### config.mk
export PLATFORM = sky130hd
export DESIGN_NAME = mac_sequencer
export DESIGN_NICKNAME = d
export VERILOG_FILES = /design/src/rtl/mac_seq_pkg.sv /design/src/rtl/rise_detect.sv /design/src/rtl/mac_sequencer.sv
export SDC_FILE = /design/constraint.sdc
export NUM_CORES = 1
export LEC_CHECK = 0
export CAP_MARGIN = 20
export CORE_ASPECT_RATIO = 0.75
export CORE_UTILIZATION = 40
export CTS_CLUSTER_DIAMETER = 80
export CTS_CLUSTER_SIZE = 8
export DETAILED_ROUTE_END_ITERATION = 7
export GPL_TIMING_DRIVEN = 1
export PLACE_DENSITY_LB_ADDON = 0.3
export SETUP_SLACK_MARGIN = 0.5
export SLEW_MARGIN = 5
export SYNTH_ARGS = -nofsm -noshare
export SYNTH_HDL_FRONTEND = slang
export SYNTH_HIERARCHICAL = 1
export SYNTH_SLANG_ARGS = --single-unit
export TNS_END_PERCENT = 10
### constraint.sdc
create_clock -name Clock -period 1.8 [get_ports Clock]
set_input_delay 0.36 -clock Clock [delete_from_list [all_inputs] [get_ports Clock]]
set_output_delay 0.36 -clock Clock [all_outputs]
set_load 0.005 [all_outputs]
### src/rtl/mac_seq_pkg.sv
// rtl/mac_seq_pkg.sv - shared constants and state encoding for the MAC sequencer
package mac_seq_pkg;

    localparam int N_TAPS_DEF = 9;
    localparam int DW_DEF     = 16;
    localparam int ADDR_W     = 4;

    typedef enum logic [2:0] {
        IDLE,
        CLEAR,
        FETCH,
        CAPTURE,
        ISSUE,
        WAIT_MAC,
        HOLD,
        DONE
    } state_t;

endpackage

### src/rtl/rise_detect.sv
// rtl/rise_detect.sv - single-cycle pulse on a rising edge of a synchronous level
module rise_detect (
    input  logic Clock,
    input  logic Reset,
    input  logic level_i,
    output logic pulse_o
);

    logic prev_q;

    always_ff @(posedge Clock or negedge Reset) begin
        if (!Reset) begin
            prev_q <= 1'b0;
        end else begin
            prev_q <= level_i;
        end
    end

    assign pulse_o = level_i & ~prev_q;

endmodule

### src/rtl/mac_sequencer.sv
// rtl/mac_sequencer.sv - walks N_TAPS operand pairs from memory into a MAC, with single-step support
module mac_sequencer
    import mac_seq_pkg::*;
#(
    parameter int N_TAPS = N_TAPS_DEF,
    parameter int DW     = DW_DEF
) (
    input  logic              Clock,
    input  logic              Reset,
    input  logic              start,
    input  logic              abort,
    input  logic              step_mode,
    input  logic              press,
    output logic              rd_en,
    output logic [ADDR_W-1:0] rd_addr,
    input  logic [DW-1:0]     rd_data,
    input  logic [DW-1:0]     rd_weight,
    output logic              mac_clr,
    output logic              mac_valid,
    output logic [DW-1:0]     mac_a,
    output logic [DW-1:0]     mac_b,
    input  logic              mac_ready,
    input  logic              mac_done,
    output logic              busy,
    output logic              done,
    output logic [ADDR_W-1:0] tap_idx,
    output logic [DW-1:0]     disp_val
);

    localparam logic [ADDR_W-1:0] LAST_TAP = ADDR_W'(N_TAPS - 1);

    state_t            state_q, state_d;
    logic [ADDR_W-1:0] tap_q, tap_d;
    logic [DW-1:0]     a_q, a_d;
    logic [DW-1:0]     b_q, b_d;
    logic [DW-1:0]     disp_q, disp_d;
    logic              press_rise;

    // The edge history runs continuously, so a press that rose before HOLD has already spent its pulse.
    rise_detect u_press_rise (
        .Clock   (Clock),
        .Reset   (Reset),
        .level_i (press),
        .pulse_o (press_rise)
    );

    always_ff @(posedge Clock or negedge Reset) begin
        if (!Reset) begin
            state_q <= IDLE;
            tap_q   <= '0;
            a_q     <= '0;
            b_q     <= '0;
            disp_q  <= '0;
        end else begin
            state_q <= state_d;
            tap_q   <= tap_d;
            a_q     <= a_d;
            b_q     <= b_d;
            disp_q  <= disp_d;
        end
    end

    always_comb begin
        state_d   = state_q;
        tap_d     = tap_q;
        a_d       = a_q;
        b_d       = b_q;
        disp_d    = disp_q;
        rd_en     = 1'b0;
        mac_clr   = 1'b0;
        mac_valid = 1'b0;
        done      = 1'b0;

        case (state_q)
            IDLE: begin
                if (start && !abort) begin
                    state_d = CLEAR;
                    tap_d   = '0;
                end
            end
            CLEAR: begin
                mac_clr = 1'b1;
                state_d = FETCH;
            end
            FETCH: begin
                rd_en   = 1'b1;
                state_d = CAPTURE;
            end
            CAPTURE: begin
                a_d     = rd_data;
                b_d     = rd_weight;
                disp_d  = rd_data;
                state_d = ISSUE;
            end
            ISSUE: begin
                mac_valid = 1'b1;
                if (mac_ready) begin
                    state_d = WAIT_MAC;
                end
            end
            WAIT_MAC: begin
                if (mac_done) begin
                    if (tap_q == LAST_TAP) begin
                        state_d = DONE;
                    end else begin
                        tap_d   = tap_q + 1'b1;
                        state_d = step_mode ? HOLD : FETCH;
                    end
                end
            end
            HOLD: begin
                if (press_rise) begin
                    state_d = FETCH;
                end
            end
            DONE: begin
                done    = 1'b1;
                state_d = IDLE;
            end
            default: state_d = IDLE;
        endcase

        // Abort outranks every other event of the cycle and suppresses the handshake and done at once.
        if (abort && state_q != IDLE) begin
            state_d   = IDLE;
            tap_d     = '0;
            mac_valid = 1'b0;
            done      = 1'b0;
        end
    end

    assign rd_addr  = tap_q;
    assign tap_idx  = tap_q;
    assign mac_a    = a_q;
    assign mac_b    = b_q;
    assign disp_val = disp_q;
    assign busy     = (state_q != IDLE);

endmodule

==> flow_summary.toml <==
[floorplan]
dieArea_um2 = 5220
core_um2 = 4600
start_util_pct = 42.9
die_y_um = 62.8
die_w_um = 83.1
rows = 21
io_pins = 101

[run]
maxCapViolCount = 0

[critical_path]
critPathSlowestCell = "o41a_2"
critPathBufInv = 3
required_ns = 1.98
start_kind = "register"
path_delay_family = "compound AO/OA/AOI/OAI gates"
worstPathArrival_ns = 1.86
critPathMaxFanout = 3
worstSetupPathType = "register to register"
max_stage_delay_ns = 0.45
crit_path_end_kind = "register"
crit_chain = "inv_2, buf_6, ha_4, inv_4, nor2_4, o41a_2, mux2_4"

[timing]
tns_ns = 0
hold_violations = 0
finalCriticalPeriod_ns = 1.68
setup_viol = 0
max_clock_freq_mhz = 596
skew_ns = 0.00227
tightest_slew_ns = 0.363
slew-limit-headroom_pct = 75.8
rsz0062_at_grt = "true"
fin_crit_sh_pct = 93.2
fin_hold_ws_ns = 0.509
slew_viol_final = 0

[logic_synthesis]
avgSynthCellArea_um2 = 12.5
synthCells = 158
synth_async_sr_flop_share_pct = 100
yosysTopAreaCellShare_pct = 50.8
syn_nets = 204
synth_top_area_cell = "dfrtp_1"
ys_seq_area_share_pct = 50.8
synth_area_leaders = "dfrtp_1 51%, mux2_2 18%, buf_4 7.6%"
synth_ff_type = "dfrtp_1"
synth_warnings = 6
synth-edff-count = 0
synth-seq-cells = 40
synth_cell_types = 34
syn-cell-area_um2 = 1970

[power_and_ir_drop]
ir_worst_vdd_uv = 910
pwr-share-comb_pct = 57.1
p_clk_share_pct = 11.6
p_int_mw = 3.52
p_seq_share_pct = 31.2
p_sw_mw = 1.48
powerDensity_nw_per_um2 = 1530
switching_share_pct = 29.6
leakage_nw = 1.42

[routing]
drt_iter0_drc = 34
via_count = 1546
avgViaCountPerCell = 4.74
drtAntennaViolNets = 0
drcViolationCount = 0
drt_pass1_iterations = 4
post_drt_wl_per_cell_um = 14.5
wirelength_mm = 4.72

[finish]
syn_to_final_growth_pct = 66.1
n_fill_cell = 363
n_antenna_cell = 0
final_nets = 314
postLayoutCellArea_um2 = 3270
drive_gt1_share_pct = 35.7

[global_routing]
grt_max_degree = 33
antenna_found_initial = 0
track_usage_pct = 18.9
grt_pass1_wl_mm = 7.67
gr-total-overflow = 0
grt_pass1_vias = 1596

[clocking]
clock_latency_ns = 0.29
cts_tree = "built"
cts_buffers = 5
cts_buffer_depth = 2
cts-root-buf = "clkbuf_8"
cts.sinks = 40
clk_transition_reported_paths_ns = 0.08
h-tree-depth = 2

[placed_design]
post-dp-hpwl_mm = 3.41
io_buffer_count = 100
place.gp.congestion = 0.777
dpl_cell_area_um2 = 2980

[outcome]
status = "finished, final reports clean"

[hold_path]
hold_path_class = "input port to asynchronous set/reset pin"
-- state kept, by name (all words and copies together) (netlist names) --
register	flops
disp_val	16
rd_addr	4
mac_b	16
state_q	3
u_press_rise/prev_q	1
-- placed cells by master, fill, tap and decap left out, types with 2 or more instances in the layout --
master and count:
clkbuf_8 5, nor2b_4 2, inv_2 3, dfrtp_1 40, nand2b_1 2, clkinv_2 2
nor3_1 2, clkdlybuf4s50_1 91, inv_1 4, and2_4 3, buf_2 3, nand3b_1 2
nand3_1 2, nor2_1 3, o21ai_0 2, o21ai_1 4, nand2_1 7, mux2_2 32
buf_6 10, ha_4 4, a21oi_1 2, buf_4 19
-- synthesized netlist by cell type, types with 2 or more instances --
cell      count
dfrtp_1      40
nand3b_1      2
ha_1          6
nand2b_1      2
nor2_1        4
o21ai_1       4
a21oi_1       2
buf_4        20
nor3_1        2
and2_2        3
nand3_1       2
o21ai_0       2
buf_2         3
mux2_2       32
nand2_1       7
inv_1         8
nor2b_4       2
-- what timing repair did --
action                                  CTS  global route
pin swaps                                 9             4
endpoints found under the hold margin    14             0
endpoints found under the setup margin  100           100
hold buffers                              1             0
gates resized for setup                  44            10
setup buffers                            10             4
-- power by group through the flow --
stage / Combinational, mW / Clock, mW / Sequential (mW)
finish: 2.85 / 0.581 / 1.56
global route: 3.06 / 0.646 / 1.62
CTS: 2.82 / 0.602 / 1.56
detailed placement: 2.55 / 0 / 1.57
global placement: 2.51 / 0 / 1.55
floorplan: 1.24 / 0 / 1.58
-- logic make-up (layout without fill, tap and decap cells) --
kind of cell,Yosys count,count (layout),share of synthesized area [%]
AO/OA/AOI/OAI,16,16,5.90
adder cells (fa/ha/maj),6,6,3.81
buffers and inverters,32,143,10.5
flip-flops,40,40,50.8
multiplexers,34,34,19.5
AND/OR/NAND/NOR,30,30,9.52
-- stage by stage --
step                      power [mW]  cells  utilization, %  worst slack (ns)
after global routing            5.33    326            71.2            0.0331
after global placement          4.06    303            64.8            -0.166
after floorplan                 2.82    158               -             0.178
after CTS                       4.98    322            70.0             0.135
final                           5.00    326            71.2             0.123
after detailed placement        4.13    303            64.8            -0.180
-- final cells by class --
cell class	count	area [um^2]	share of cell area, %
clock buffer	5	68.8	2.10
tap	57	71.3	2.18
sequential	40	1000	30.6
timing repair buffer	127	1230	37.6
inverter	8	32.5	0.994
multi-input combinational	86	850	25.9
clock inverter	3	18.8	0.573
-- worst paths after layout --
| check | start | to | slack [ns] | cells after the start |
|---|---|---|---|---|
| setup / recovery | state_q[0] | state_q[0] | 0.12 | 7 |
| setup reg to reg | state_q[0] | state_q[0] | 0.12 | 7 |
| min in group Clock | mac_b[2] | mac_b[2] | 0.51 | 1 |
| max in group asynchronous | Reset | disp_val[5] | 0.76 | 3 |
| hold / removal | Reset | disp_val[9] | 0.51 | 2 |
| hold reg to reg | mac_b[2] | mac_b[2] | 0.51 | 1 |
-- routing by layer --
metal / track usage, % / wire length, um
met5: 0 / 0
met4: 6.25 / 42
met3: 6.21 / 314
met2: 31.1 / 2380
met1: 23.6 / 1980
(Power assumes the default switching activity.)
